[config.mk]
export PLATFORM = sky130hd
export DESIGN_NAME = pc_fetch_ctrl_flat
export DESIGN_NICKNAME = d
export VERILOG_FILES = /design/src/rtl/fetch_pkg.sv /design/src/rtl/pc_fetch_ctrl_if.sv /design/src/rtl/fetch_wdog.sv /design/src/rtl/pc_fetch_ctrl.sv /design/src/flat_wrapper.sv
export SDC_FILE = /design/constraint.sdc
export NUM_CORES = 1
export LEC_CHECK = 0
export CAP_MARGIN = 20
export CORE_MARGIN = 5
export CORE_UTILIZATION = 40
export DETAILED_ROUTE_END_ITERATION = 16
export GPL_TIMING_DRIVEN = 0
export PLACE_DENSITY = 0.84
export SKIP_CTS_REPAIR_TIMING = 1
export SYNTH_ARGS = -nofsm -noshare
export SYNTH_HDL_FRONTEND = slang
export SYNTH_SLANG_ARGS = --single-unit
[constraint.sdc]
create_clock -name clk -period 2.31 [get_ports clk]
set_clock_uncertainty 0.15 [all_clocks]
set_input_delay 0.231 -clock clk [delete_from_list [all_inputs] [get_ports clk]]
set_output_delay 0.231 -clock clk [all_outputs]
set_load 0.05 [all_outputs]
[src/rtl/fetch_pkg.sv]
// fetch_pkg: shared definitions for the PC fetch controller.
//   - word_t      : 32-bit machine word (PCs and instructions)
//   - state_t     : 2-bit FSM state type, with S_IDLE/S_REQ/S_HOLD/S_UPD encodings
//   - INST_BYTES_DFLT / MAX_WAIT_DFLT : default parameter values
//   - pc_advance  : wrapping PC adder
package fetch_pkg;

  typedef logic [31:0] word_t;
  typedef logic [1:0]  state_t;

  localparam state_t S_IDLE = 2'd0;
  localparam state_t S_REQ  = 2'd1;
  localparam state_t S_HOLD = 2'd2;
  localparam state_t S_UPD  = 2'd3;

  localparam int unsigned INST_BYTES_DFLT = 32'd4;
  localparam int unsigned MAX_WAIT_DFLT   = 32'd15;

  // PC increment; the 32-bit add deliberately wraps mod 2^32.
  function automatic word_t pc_advance(input word_t pc, input word_t inc);
    return pc + inc;
  endfunction

endpackage

[src/rtl/pc_fetch_ctrl_if.sv]
// pc_fetch_ctrl_if: bundle of every non-clock/reset signal of pc_fetch_ctrl.
//   pcreg side : pc_cur (in), pc_next/pc_ena (out)
//   imem side  : imem_req/imem_addr (out), imem_ack/imem_rdata (in)
//   decode side: inst_valid/inst/inst_pc (out), inst_ready (in)
//   control    : redirect/redirect_pc (in), fetch_err (out)
// master = the fetch controller, slave = its environment.
import fetch_pkg::*;

interface pc_fetch_ctrl_if;
  word_t pc_cur;
  word_t pc_next;
  logic  pc_ena;
  logic  imem_req;
  word_t imem_addr;
  logic  imem_ack;
  word_t imem_rdata;
  logic  inst_valid;
  word_t inst;
  word_t inst_pc;
  logic  inst_ready;
  logic  redirect;
  word_t redirect_pc;
  logic  fetch_err;

  modport master (
    input  pc_cur, imem_ack, imem_rdata, inst_ready, redirect, redirect_pc,
    output pc_next, pc_ena, imem_req, imem_addr, inst_valid, inst, inst_pc, fetch_err
  );

  modport slave (
    output pc_cur, imem_ack, imem_rdata, inst_ready, redirect, redirect_pc,
    input  pc_next, pc_ena, imem_req, imem_addr, inst_valid, inst, inst_pc, fetch_err
  );
endinterface

[src/rtl/fetch_wdog.sv]
// fetch_wdog: 8-bit imem wait counter with a sticky expiry flag.
//   clk      : clock, rising edge
//   reset    : synchronous, active-low
//   count_en : one more cycle spent waiting for ack
//   clear    : ack seen, restart the count (wins over count_en)
//   expired  : sticky, set once the count reaches MAX_WAIT
module fetch_wdog #(
  parameter int unsigned MAX_WAIT = 32'd15
) (
  input  logic clk,
  input  logic reset,
  input  logic count_en,
  input  logic clear,
  output logic expired
);

  localparam logic [7:0] LIMIT = 8'(MAX_WAIT);

  logic [7:0] cnt_q;
  logic [7:0] cnt_d;
  logic       expired_q;
  logic       expired_d;

  // Next count (saturating so a long stall never wraps back through LIMIT) and sticky flag.
  always_comb begin
    cnt_d = cnt_q;
    if (clear) begin
      cnt_d = 8'd0;
    end else if (count_en && (cnt_q != 8'hFF)) begin
      cnt_d = cnt_q + 8'd1;
    end else begin
      cnt_d = cnt_q;
    end
    expired_d = expired_q | (cnt_d == LIMIT);
  end

  // Counter and flag registers.
  always_ff @(posedge clk) begin
    if (!reset) begin
      cnt_q     <= 8'd0;
      expired_q <= 1'b0;
    end else begin
      cnt_q     <= cnt_d;
      expired_q <= expired_d;
    end
  end

  assign expired = expired_q;

endmodule

[src/rtl/pc_fetch_ctrl.sv]
// pc_fetch_ctrl: sequences instruction fetch between pcreg, imem and decode.
//   clk   : clock, rising edge
//   reset : synchronous, active-low
//   bus   : pc_fetch_ctrl_if.master
//           pc_cur -> pc_next/pc_ena   (pcreg write port, Mealy pulse)
//           imem_req/imem_addr <- imem_ack/imem_rdata
//           inst_valid/inst/inst_pc <- inst_ready
//           redirect/redirect_pc (branch/jump), fetch_err (sticky timeout)
// Flow: IDLE -> REQ -> HOLD -> UPD -> REQ ... ; a redirect rewrites the PC at
// once and any fetch already on the wire is dropped when its ack arrives.
import fetch_pkg::*;

module pc_fetch_ctrl #(
  parameter int unsigned INST_BYTES = INST_BYTES_DFLT,
  parameter int unsigned MAX_WAIT   = MAX_WAIT_DFLT
) (
  input logic             clk,
  input logic             reset,
  pc_fetch_ctrl_if.master bus
);

  localparam word_t INST_INC = word_t'(INST_BYTES);

  state_t state_q;
  state_t state_d;
  logic   drop_q;
  logic   drop_d;
  word_t  imem_addr_q;
  word_t  imem_addr_d;
  word_t  inst_q;
  word_t  inst_d;
  word_t  inst_pc_q;
  word_t  inst_pc_d;

  logic   pc_ena_s;
  word_t  pc_next_s;
  logic   wd_count_en;
  logic   wd_clear;
  logic   wd_expired;

  // PC write port: a redirect always wins over the sequential advance.
  always_comb begin
    pc_ena_s  = 1'b0;
    pc_next_s = 32'd0;
    if (bus.redirect) begin
      pc_ena_s  = 1'b1;
      pc_next_s = bus.redirect_pc;
    end else if ((state_q == S_HOLD) && bus.inst_ready) begin
      pc_ena_s  = 1'b1;
      pc_next_s = pc_advance(inst_pc_q, INST_INC);
    end else begin
      pc_ena_s  = 1'b0;
      pc_next_s = 32'd0;
    end
  end

  // FSM next state, fetch bookkeeping and watchdog controls.
  always_comb begin
    state_d     = state_q;
    drop_d      = drop_q;
    imem_addr_d = imem_addr_q;
    inst_d      = inst_q;
    inst_pc_d   = inst_pc_q;
    wd_count_en = 1'b0;
    wd_clear    = 1'b0;
    case (state_q)
      S_IDLE, S_UPD: begin
        // pc_cur is only trustworthy for the new fetch once no write is pending.
        if (bus.redirect) begin
          state_d = S_UPD;
        end else begin
          state_d     = S_REQ;
          imem_addr_d = bus.pc_cur;
        end
      end
      S_REQ: begin
        if (bus.imem_ack) begin
          wd_clear = 1'b1;
          drop_d   = 1'b0;
          if (bus.redirect) begin
            state_d = S_UPD;
          end else if (drop_q) begin
            // Stale data from before a redirect: refetch from the updated PC.
            state_d     = S_REQ;
            imem_addr_d = bus.pc_cur;
          end else begin
            state_d   = S_HOLD;
            inst_d    = bus.imem_rdata;
            inst_pc_d = imem_addr_q;
          end
        end else begin
          // The request stays up; a redirect only marks the eventual data stale.
          wd_count_en = 1'b1;
          if (bus.redirect) begin
            drop_d = 1'b1;
          end else begin
            drop_d = drop_q;
          end
        end
      end
      S_HOLD: begin
        if (bus.redirect || bus.inst_ready) begin
          state_d = S_UPD;
        end else begin
          state_d = S_HOLD;
        end
      end
      default: begin
        state_d = S_IDLE;
      end
    endcase
  end

  // State and datapath registers.
  always_ff @(posedge clk) begin
    if (!reset) begin
      state_q     <= S_IDLE;
      drop_q      <= 1'b0;
      imem_addr_q <= 32'd0;
      inst_q      <= 32'd0;
      inst_pc_q   <= 32'd0;
    end else begin
      state_q     <= state_d;
      drop_q      <= drop_d;
      imem_addr_q <= imem_addr_d;
      inst_q      <= inst_d;
      inst_pc_q   <= inst_pc_d;
    end
  end

  fetch_wdog #(
    .MAX_WAIT (MAX_WAIT)
  ) u_wdog (
    .clk      (clk),
    .reset    (reset),
    .count_en (wd_count_en),
    .clear    (wd_clear),
    .expired  (wd_expired)
  );

  // Strobes are gated by reset so nothing leaks out before the first reset edge.
  assign bus.pc_ena     = reset & pc_ena_s;
  assign bus.pc_next    = reset ? pc_next_s : 32'd0;
  assign bus.imem_req   = reset & (state_q == S_REQ);
  assign bus.inst_valid = reset & (state_q == S_HOLD);
  assign bus.imem_addr  = imem_addr_q;
  assign bus.inst       = inst_q;
  assign bus.inst_pc    = inst_pc_q;
  assign bus.fetch_err  = wd_expired;

endmodule

[src/flat_wrapper.sv]
// flat-port wrapper written by rule: the top's interface ports become plain ports
module pc_fetch_ctrl_flat 
#(
  parameter int unsigned INST_BYTES = INST_BYTES_DFLT,
  parameter int unsigned MAX_WAIT   = MAX_WAIT_DFLT
)
  (clk, reset, bus_pc_cur, bus_imem_ack, bus_imem_rdata, bus_inst_ready, bus_redirect, bus_redirect_pc, bus_pc_next, bus_pc_ena, bus_imem_req, bus_imem_addr, bus_inst_valid, bus_inst, bus_inst_pc, bus_fetch_err);
  pc_fetch_ctrl_if bus_i ();
  input logic clk;
  input logic reset;
  input wire logic [$bits(bus_i.pc_cur)-1:0] bus_pc_cur;
  input wire logic [$bits(bus_i.imem_ack)-1:0] bus_imem_ack;
  input wire logic [$bits(bus_i.imem_rdata)-1:0] bus_imem_rdata;
  input wire logic [$bits(bus_i.inst_ready)-1:0] bus_inst_ready;
  input wire logic [$bits(bus_i.redirect)-1:0] bus_redirect;
  input wire logic [$bits(bus_i.redirect_pc)-1:0] bus_redirect_pc;
  output wire logic [$bits(bus_i.pc_next)-1:0] bus_pc_next;
  output wire logic [$bits(bus_i.pc_ena)-1:0] bus_pc_ena;
  output wire logic [$bits(bus_i.imem_req)-1:0] bus_imem_req;
  output wire logic [$bits(bus_i.imem_addr)-1:0] bus_imem_addr;
  output wire logic [$bits(bus_i.inst_valid)-1:0] bus_inst_valid;
  output wire logic [$bits(bus_i.inst)-1:0] bus_inst;
  output wire logic [$bits(bus_i.inst_pc)-1:0] bus_inst_pc;
  output wire logic [$bits(bus_i.fetch_err)-1:0] bus_fetch_err;
  assign bus_i.pc_cur = bus_pc_cur;
  assign bus_i.imem_ack = bus_imem_ack;
  assign bus_i.imem_rdata = bus_imem_rdata;
  assign bus_i.inst_ready = bus_inst_ready;
  assign bus_i.redirect = bus_redirect;
  assign bus_i.redirect_pc = bus_redirect_pc;
  assign bus_pc_next = bus_i.pc_next;
  assign bus_pc_ena = bus_i.pc_ena;
  assign bus_imem_req = bus_i.imem_req;
  assign bus_imem_addr = bus_i.imem_addr;
  assign bus_inst_valid = bus_i.inst_valid;
  assign bus_inst = bus_i.inst;
  assign bus_inst_pc = bus_i.inst_pc;
  assign bus_fetch_err = bus_i.fetch_err;
  pc_fetch_ctrl #(.INST_BYTES(INST_BYTES), .MAX_WAIT(MAX_WAIT)) u_core (.clk(clk), .reset(reset), .bus(bus_i));
endmodule
# Word-level counts from Yosys, hierarchy flattened
# Cells that the tools add are included.
# word_totals
wordCells	58
ff_bits	108
output_inout_bits	132
# classes
bitwise	6
eq_ne	9
muxes	24
n_addsub	2
n_reduce_logical	10
# op_table
cell	count
32-bit two-way mux	7
32-bit case mux with 2 select lines	1
32-bit by 3-bit adder with 32-bit output, second input constant	1
8-bit two-way mux	2
1-bit two-way mux	9
8-bit by 1-bit adder with 8-bit output, second input constant	1
8-bit by 4-bit equality test with 1-bit output, second input constant	1
2-bit two-way mux	4
8-bit inequality test, second input constant	1
2-bit inequality test, second input constant	3
2-bit case mux with 3 select lines	1
5-bit AND reduction	1
2-bit equality test, second input constant	2
4-bit AND reduction	1
2-bit nonzero test	2
1-bit AND	3
2-bit by 1-bit equality test with 1-bit output, second input constant	1
1-bit logical AND	2
2-bit zero test	1
2-bit by 1-bit inequality test with 1-bit output, second input constant	1
1-bit inverter	2
2-bit AND reduction	1
2-bit OR reduction	1
1-bit logical OR	1
1-bit bitwise OR	1

# Depth between registers and ports, before layout
# Gate-level depths: netlist of run 1.
# logic_depth
depth_word	7
depth_mapped	9
mapped_depth_nobuf	7

# Modules after synthesis
# A second synthesis of run 1 with hierarchy kept.
# hier_totals
cells_unflattened	660
area_unflattened_um2	4907.2
# modules_own_cells
mod	instances	area_per_inst_um2	cells_per_inst
pc_fetch_ctrl	1	4411.7	603
fetch_wdog	1	495.5	57

# Worst setup path before layout of run 1
# No wires, ideal clock.
# synth_path
path_kind	register to output
start	register u_core.inst_pc_q[4] (netlist: u_core.bus.inst_pc[4])
end	output bus_pc_next[23]
arrival_time_ns	2.954
n_path_buf	1
path_stages_with_launch	7
setup_slack_ns	-1.025
cell_sequence	dfxtp_1 -> nand3_1 -> or4_1 -> buf_2 -> nor2_1 -> xnor2_1 -> o21ai_0
# synth_between
elab_chain_len	4
# synth_rtl
element	line_no	source
from (decl)	pc_fetch_ctrl.sv:32	word_t inst_pc_q;
from (signal assigned)	pc_fetch_ctrl.sv:127	inst_pc_q <= inst_pc_d;
32-bit by 3-bit adder with 32-bit output	fetch_pkg.sv:21	return pc + inc;
32-bit two-way mux	pc_fetch_ctrl.sv:48	end else if ((state_q == S_HOLD) && bus.inst_ready) begin
32-bit two-way mux	pc_fetch_ctrl.sv:45	if (bus.redirect) begin
32-bit two-way mux	pc_fetch_ctrl.sv:143	assign bus.pc_next = reset ? pc_next_s : 32'd0;
to (decl)	flat_wrapper.sv:17	output wire logic [$bits(bus_i.pc_next)-1:0] bus_pc_next;
# Every way passes these cells.

# Worst setup path in the final report of run 1
# layout_path
start	register u_core.inst_pc_q[16] (netlist: u_core.bus.inst_pc[16])
end	output bus_pc_next[31]
# The elaborated chain is that of the path after synthesis.

==> flow_summary.toml, run 1 <==
[synthesis]
syn_nets = 778
synthAdderAreaFrac_pct = 0.9572
synth_edf_count = 0
synth-compound-area-share_pct = 20.32
synth_top_family_by_area = "simple AND/OR/NAND/NOR gates"
synthMuxAreaShare_pct = 0.3829
synthSimpleGateAreaFrac_pct = 28.02
synth-xor-area-share_pct = 5.193
netlist_instances = 673
synth_top_flop_cell = "dfxtp_1"
yosysSeqAreaShare_pct = 41.35
netlist_area_sq_um = 5229
synth_seq_cells = 108
yosysUniqueCellTypes = 42
ys_warn_count = 0
syn_area_per_cell_sq_um = 7.769
synthArstFlopShare_pct = 0

[layout]
n_antenna_cell = 0
postLayoutCoreUtil_pct = 68.52
area_growth_syn_to_layout_pct = 66.71
final_net_count = 1033
layout-drive-gt1-share_pct = 19.51

[power_and_ir_drop]
p_comb_share_pct = 40.1
vdd_drop_max_uv = 645.2
p_int_mw = 3.791
switchingPower_mw = 2.545
p_leak_nw = 3.112
netSwitchingFraction_pct = 40.17
pwr-share-clk_pct = 24.2
power_frac_seq_pct = 35.8
powerDensity_nw_per_um2 = 726.8

[timing]
setup_ws_ns = -0.3711
fmax_mhz = 373.0
rsz0062_at_grt = "true"
setup_viol = 19
tns_ns = -3.706
slew_violations = 0
hold_viol = 0
whs_ns = 0.2806
post-route-period-util_pct = 116.1
max_slew.worst_pin.slew_ns = 0.5760
maxSlewHeadroom_pct = 61.48
final.min_clock_period_ns = 2.681

[setup_path]
crit_start = "u_core.bus.inst_pc[16]"
slowest_delay_ns = 0.51
arrival_ns = 2.30
slowest_stage = "or4_4"
cp-start-kind = "flip-flop"
crit_chain = "nand4_1 > or4_4 > buf_8 > nor4_4 > xnor2_2 > o21ai_4 > buf_6"
path_max_fanout = 9
endpoint_kind = "primary output"
cp.required_ns = 1.93
r2r-start = "u_core.state_q[1]"
worstSetupPathType = "flip-flop to primary output"

[clocking]
clockBufferDepth = 2
clkLatencyLatePin_ns = 0.35
cts_tree = "done"
root_buffer = "clkbuf_16"
h-tree-depth = 3
cts.sinks = 108
numCtsBuffers = 9
path_clk_slew_ns = 0.07

[min_path]
min_path_type = "primary input to flip-flop"
worstHoldStart = "bus_imem_rdata[16]"

[floorplan]
die_area_sq_um = 15460
ios = 233
fp.dieH_microns = 124.3
rows = 41
die_w_microns = 124.3
core_area_sq_um = 12720
initial_core_util_pct = 41.10

[placed_design]
io_buffers = 231
gp_congestion = 0.9095
hpwlAfterDp_mm = 13.96

[route]
wl_per_cell_microns = 16.84
drc_errors = 0
drtIter0Drc = 302
vias_per_cell = 5.067
antenna_left = 0
drt-total-wl_mm = 18.61
num_vias = 5599
firstDrtPassIters = 5

[global_routing]
grt_pass1_vias = 5422
overflow = 0
grt_pass1_wl_mm = 28.61
grt_max_degree = 17
grt_usage_pct = 22.65
antenna_found_initial = 0

[job]
max-cap-violations = 0

[status]
status = "finished, violations left"
failed_checks = "negative setup slack"
## final cells by class
| type | count | area (sq um) |
|---|---|---|
| Clock buffer | 13 | 271.5 |
| Tap cell | 172 | 215.2 |
| Multi-Input combinational cell | 515 | 3288 |
| Buffer | 38 | 215.2 |
| Fill cell | 1046 | 4005 |
| Inverter | 8 | 30.03 |
| Sequential cell | 108 | 2240 |
| Timing Repair Buffer | 248 | 2439 |
| Clock inverter | 3 | 18.77 |
## state kept, by name, indices dropped and copies added (netlist names)
name	cells
u_core.bus.imem_addr	32
u_core.bus.inst	32
u_core.u_wdog.cnt_q	8
u_core.drop_q	1
u_core.u_wdog.expired	1
u_core.state_q	2
u_core.bus.inst_pc	32
## power by group through the flow
stage / logic, mW / clock network [mW] / registers (mW)
6_report: 2.54 / 1.53 / 2.27
5_1_grt: 2.70 / 1.64 / 2.30
4_1_cts: 2.47 / 1.55 / 2.26
3_5_place_dp: 2.46 / 0 / 2.30
3_3_place_gp: 2.44 / 0 / 2.29
2_1_floorplan: 0.881 / 0 / 2.95
## routing by layer
metal	GRT usage [%]	part of all wire, %
met4	8.317	2.9
met2	38.39	49
met1	27.26	41
met3	6.475	6.9
met5	0	0
## Yosys cell counts, types with 3 or more instances
library cell	count	share of area, %
a21boi_0	98	14
a21oi_1	8	0.77
a22oi_1	12	1.7
and2_1	7	0.84
and3_1	4	0.48
and4_1	3	0.50
clkbuf_1	39	2.8
dfxtp_1	108	41
ha_1	4	0.96
inv_1	8	0.57
nand2_1	233	17
nand3_1	10	0.96
nand4_1	9	1.1
nor2_1	18	1.3
nor2b_1	17	2.0
nor3_1	9	0.86
nor3_2	4	0.77
o21ai_0	17	1.6
o21ai_1	6	0.57
or2_2	3	0.36
xnor2_1	20	3.4
xor2_1	11	1.8
## worst paths after layout
check / end / slack, ns / depth (start not counted)
max reg2reg: u_core.bus.inst[29] / 0.13 / 9
min reg2reg: u_core.bus.inst[7] / 0.31 / 2
min: u_core.bus.inst[16] / 0.28 / 3
max: bus_pc_next[31] / -0.37 / 7
## cell usage in the layout (no fill, tap or decap), types with 9 or more instances in the layout
cell and count:
a21boi_0 98, a22oi_1 11, buf_4 19, buf_6 25, clkbuf_1 12, clkbuf_16 10
clkbuf_2 21, clkbuf_4 11, clkdlybuf4s50_1 195, dfxtp_1 84, dfxtp_4 19, nand2_1 231
nand4_1 9, nor2_1 15, nor2b_1 15, o21ai_4 15, xnor2_1 12
## worst max-delay path: cells and delay by family (launching register included)
kind	cells	cell delay (ns)
xor+xnor	1	0.15
buf+inv	2	0.34
flops	1	0.40
compound gates	1	0.14
simple gates	3	0.91
## cells by family (layout without fill, tap and decap cells)
family | after synthesis | in the layout
compound gates | 151 | 151
buf+inv | 50 | 310
flops | 108 | 108
fa+ha+maj | 4 | 4
xor+xnor | 31 | 31
mux | 2 | 2
simple gates | 327 | 327
## per-stage QoR
| stage | setup WS [ns] | power, mW | cells | cell area, sq um |
|---|---|---|---|---|
| finish | -0.3711 | 6.336 | 1105 | 8717 |
| global route | -0.4531 | 6.644 | 1105 | 8717 |
| CTS | -1.349 | 6.283 | 1092 | 8363 |
| detailed placement | -1.130 | 4.760 | 1076 | 8073 |
| global placement | -1.124 | 4.734 | 1076 | 8073 |
| floorplan | -0.02279 | 3.829 | 673 | 5545 |
Power figures use the tool's default switching activity.
==> run 2: changes to the inputs <==
- CORE_MARGIN: 5 -> unset
==> run 2 against run 1 <==
Wire length down 5.1%. Global-route usage up 3.0 points. Sequential share of layout area hardly changed. Worst setup slack improved by 0.063 ns. Core utilization rose by 0.27 points. Via count is 0.73% lower. Combinational power hardly changed. Non-clock buffer count down 1. The run still ends with negative setup slack left. Sequential power about the same. Register-to-register slack hardly changed. Cell count about the same. Highest routed layer unchanged. Critical endpoint unchanged.
==> flow_summary.toml, run 2 (same netlist as run 1, synthesis figures left out) <==
[setup_path]
critPathTopFamily = "simple AND/OR/NAND/NOR gates"
cp.required_ns = 1.93
slowest_delay_ns = 0.62
slowest_stage = "or4_4"
crit_chain = "nand4_1 > or4_4 > nor4_4 > xnor2_2 > o21ai_4 > buf_6"
worstSetupPathType = "flip-flop to primary output"
endpoint_kind = "primary output"
arrival_ns = 2.24
cp-start-kind = "flip-flop"
path_max_fanout = 9
critPathBufInv = 1

[floorplan]
core_area_sq_um = 12670
initial_core_util_pct = 41.27
fp.dieH_microns = 116.3
die_w_microns = 116.3
ios = 233
die_area_sq_um = 13530
rows = 41

[power_and_ir_drop]
p_int_mw = 4.075
vdd_drop_max_uv = 679.0
switchingPower_mw = 2.546
powerDensity_nw_per_um2 = 759.7
netSwitchingFraction_pct = 38.46
p_leak_nw = 3.085
total_power_mw = 6.621
p_comb_share_pct = 38.3
pwr-share-clk_pct = 27.6
power_frac_seq_pct = 34.2

[clocking]
cts.sinks = 108
numCtsBuffers = 9
path_clk_slew_ns = 0.07
root_buffer = "clkbuf_16"
h-tree-depth = 3
clkLatencyLatePin_ns = 0.35
cts_tree = "done"
clockBufferDepth = 2

[route]
vias_per_cell = 5.034
wl_per_cell_microns = 15.99
drtIter0Drc = 206
firstDrtPassIters = 4
num_vias = 5558
drt-total-wl_mm = 17.65
antenna_left = 0
drc_errors = 0

[timing]
setup_viol = 19
setup_ws_ns = -0.3076
maxSlewHeadroom_pct = 61.93
rsz0062_at_grt = "true"
hold_viol = 0
fmax_mhz = 382.0
tns_ns = -3.037
max_slew.worst_pin.slew_ns = 0.5693
final.min_clock_period_ns = 2.618
slew_violations = 0
post-route-period-util_pct = 113.3

[global_routing]
grt_pass1_wl_mm = 26.65
grt_pass1_vias = 5324
overflow = 0
grt_max_degree = 18
grt_usage_pct = 25.61
antenna_found_initial = 0

[layout]
area_growth_syn_to_layout_pct = 66.69
postLayoutCoreUtil_pct = 68.79
layout-drive-gt1-share_pct = 19.10
final_common_cell = "nand2_1"
fill_cells = 1021
layout.cells.non_filler = 1104
n_antenna_cell = 0
final_net_count = 1032
final_cell_mix = "nand2_1 (229), clkdlybuf4s50_1 (195), a21boi_0 (98)"

[status]
failed_checks = "negative setup slack"
status = "finished, violations left"

[min_path]
min_path_type = "primary input to flip-flop"

[placed_design]
dpl.cell_count = 1076
gp_congestion = 0.8370
io_buffers = 231
hpwlAfterDp_mm = 13.07

[job]
max-cap-violations = 0
## run 2: changes by cell type in the layout (fill, tap and decap cells not counted), moves of 3 or more
cell / delta
clkbuf_4: -5
clkbuf_2: +4
buf_6: -4
xnor2_2: -4
xnor2_1: +3
nor3_4: -3
## run 2: worst reg2reg max path, cell delays in order (launching register included)
cell and delay (ns):
dfxtp_1 0.33, inv_1 0.06, ha_1 0.22, clkbuf_4 0.24
nand2_1 0.13, nor3_4 0.26, buf_12 0.16, clkbuf_2 0.24
nand2_1 0.10, a21boi_0 0.19
## run 2: path summary, 6_finish.rpt
kind                           from                 endpoint  slack, ns  depth (start not counted)
max          u_core.bus.inst_pc[16]          bus_pc_next[31]      -0.31                          6
min                   bus_pc_cur[2]  u_core.bus.imem_addr[2]       0.28                          3
min reg2reg     u_core.bus.inst[12]      u_core.bus.inst[12]       0.31                          2
max reg2reg       u_core.state_q[1]   u_core.bus.inst_pc[18]       0.13                          9
## run 2: metal layers
metal | global-route usage [%] | part of all wire, % | vias to the layer above
met2 | 44.46 | 50 | 157
met3 | 5.605 | 6.4 | 35
met1 | 30.85 | 41 | 2617
met4 | 9.744 | 2.7 | 0
li1 | - | - | 2749
met5 | 0 | 0 | -
## run 2: stage by stage
step | cell area [sq um] | setup slack (ns) | hold WS, ns
2_1_floorplan | 5545 | -0.02279 | 0.2259
3_3_place_gp | 8073 | -1.004 | 0.2947
3_5_place_dp | 8073 | -1.036 | 0.3048
4_1_cts | 8436 | -1.211 | 0.2653
5_1_grt | 8716 | -0.3876 | 0.2924
6_report | 8716 | -0.3076 | 0.2839
## run 2: power by group through the flow
stage	clock network, mW	logic (mW)	registers, mW
5_1_grt	1.92	2.70	2.29
4_1_cts	1.84	2.46	2.26
6_report	1.82	2.53	2.26
3_5_place_dp	0	2.45	2.30
2_1_floorplan	0	0.881	2.95
3_3_place_gp	0	2.42	2.30
## run 2: area by class of cell
type	count	area (sq um)	share of cell area, %
inverters	8	30.03	0.3445
well taps	172	215.2	2.469
repair buffers	248	2432	27.91
flip-flops and latches	108	2240	25.70
clock inverters	4	73.82	0.8470
plain buffers	37	193.9	2.225
clock buffers	12	289.0	3.316
multi-input cells	515	3242	37.19
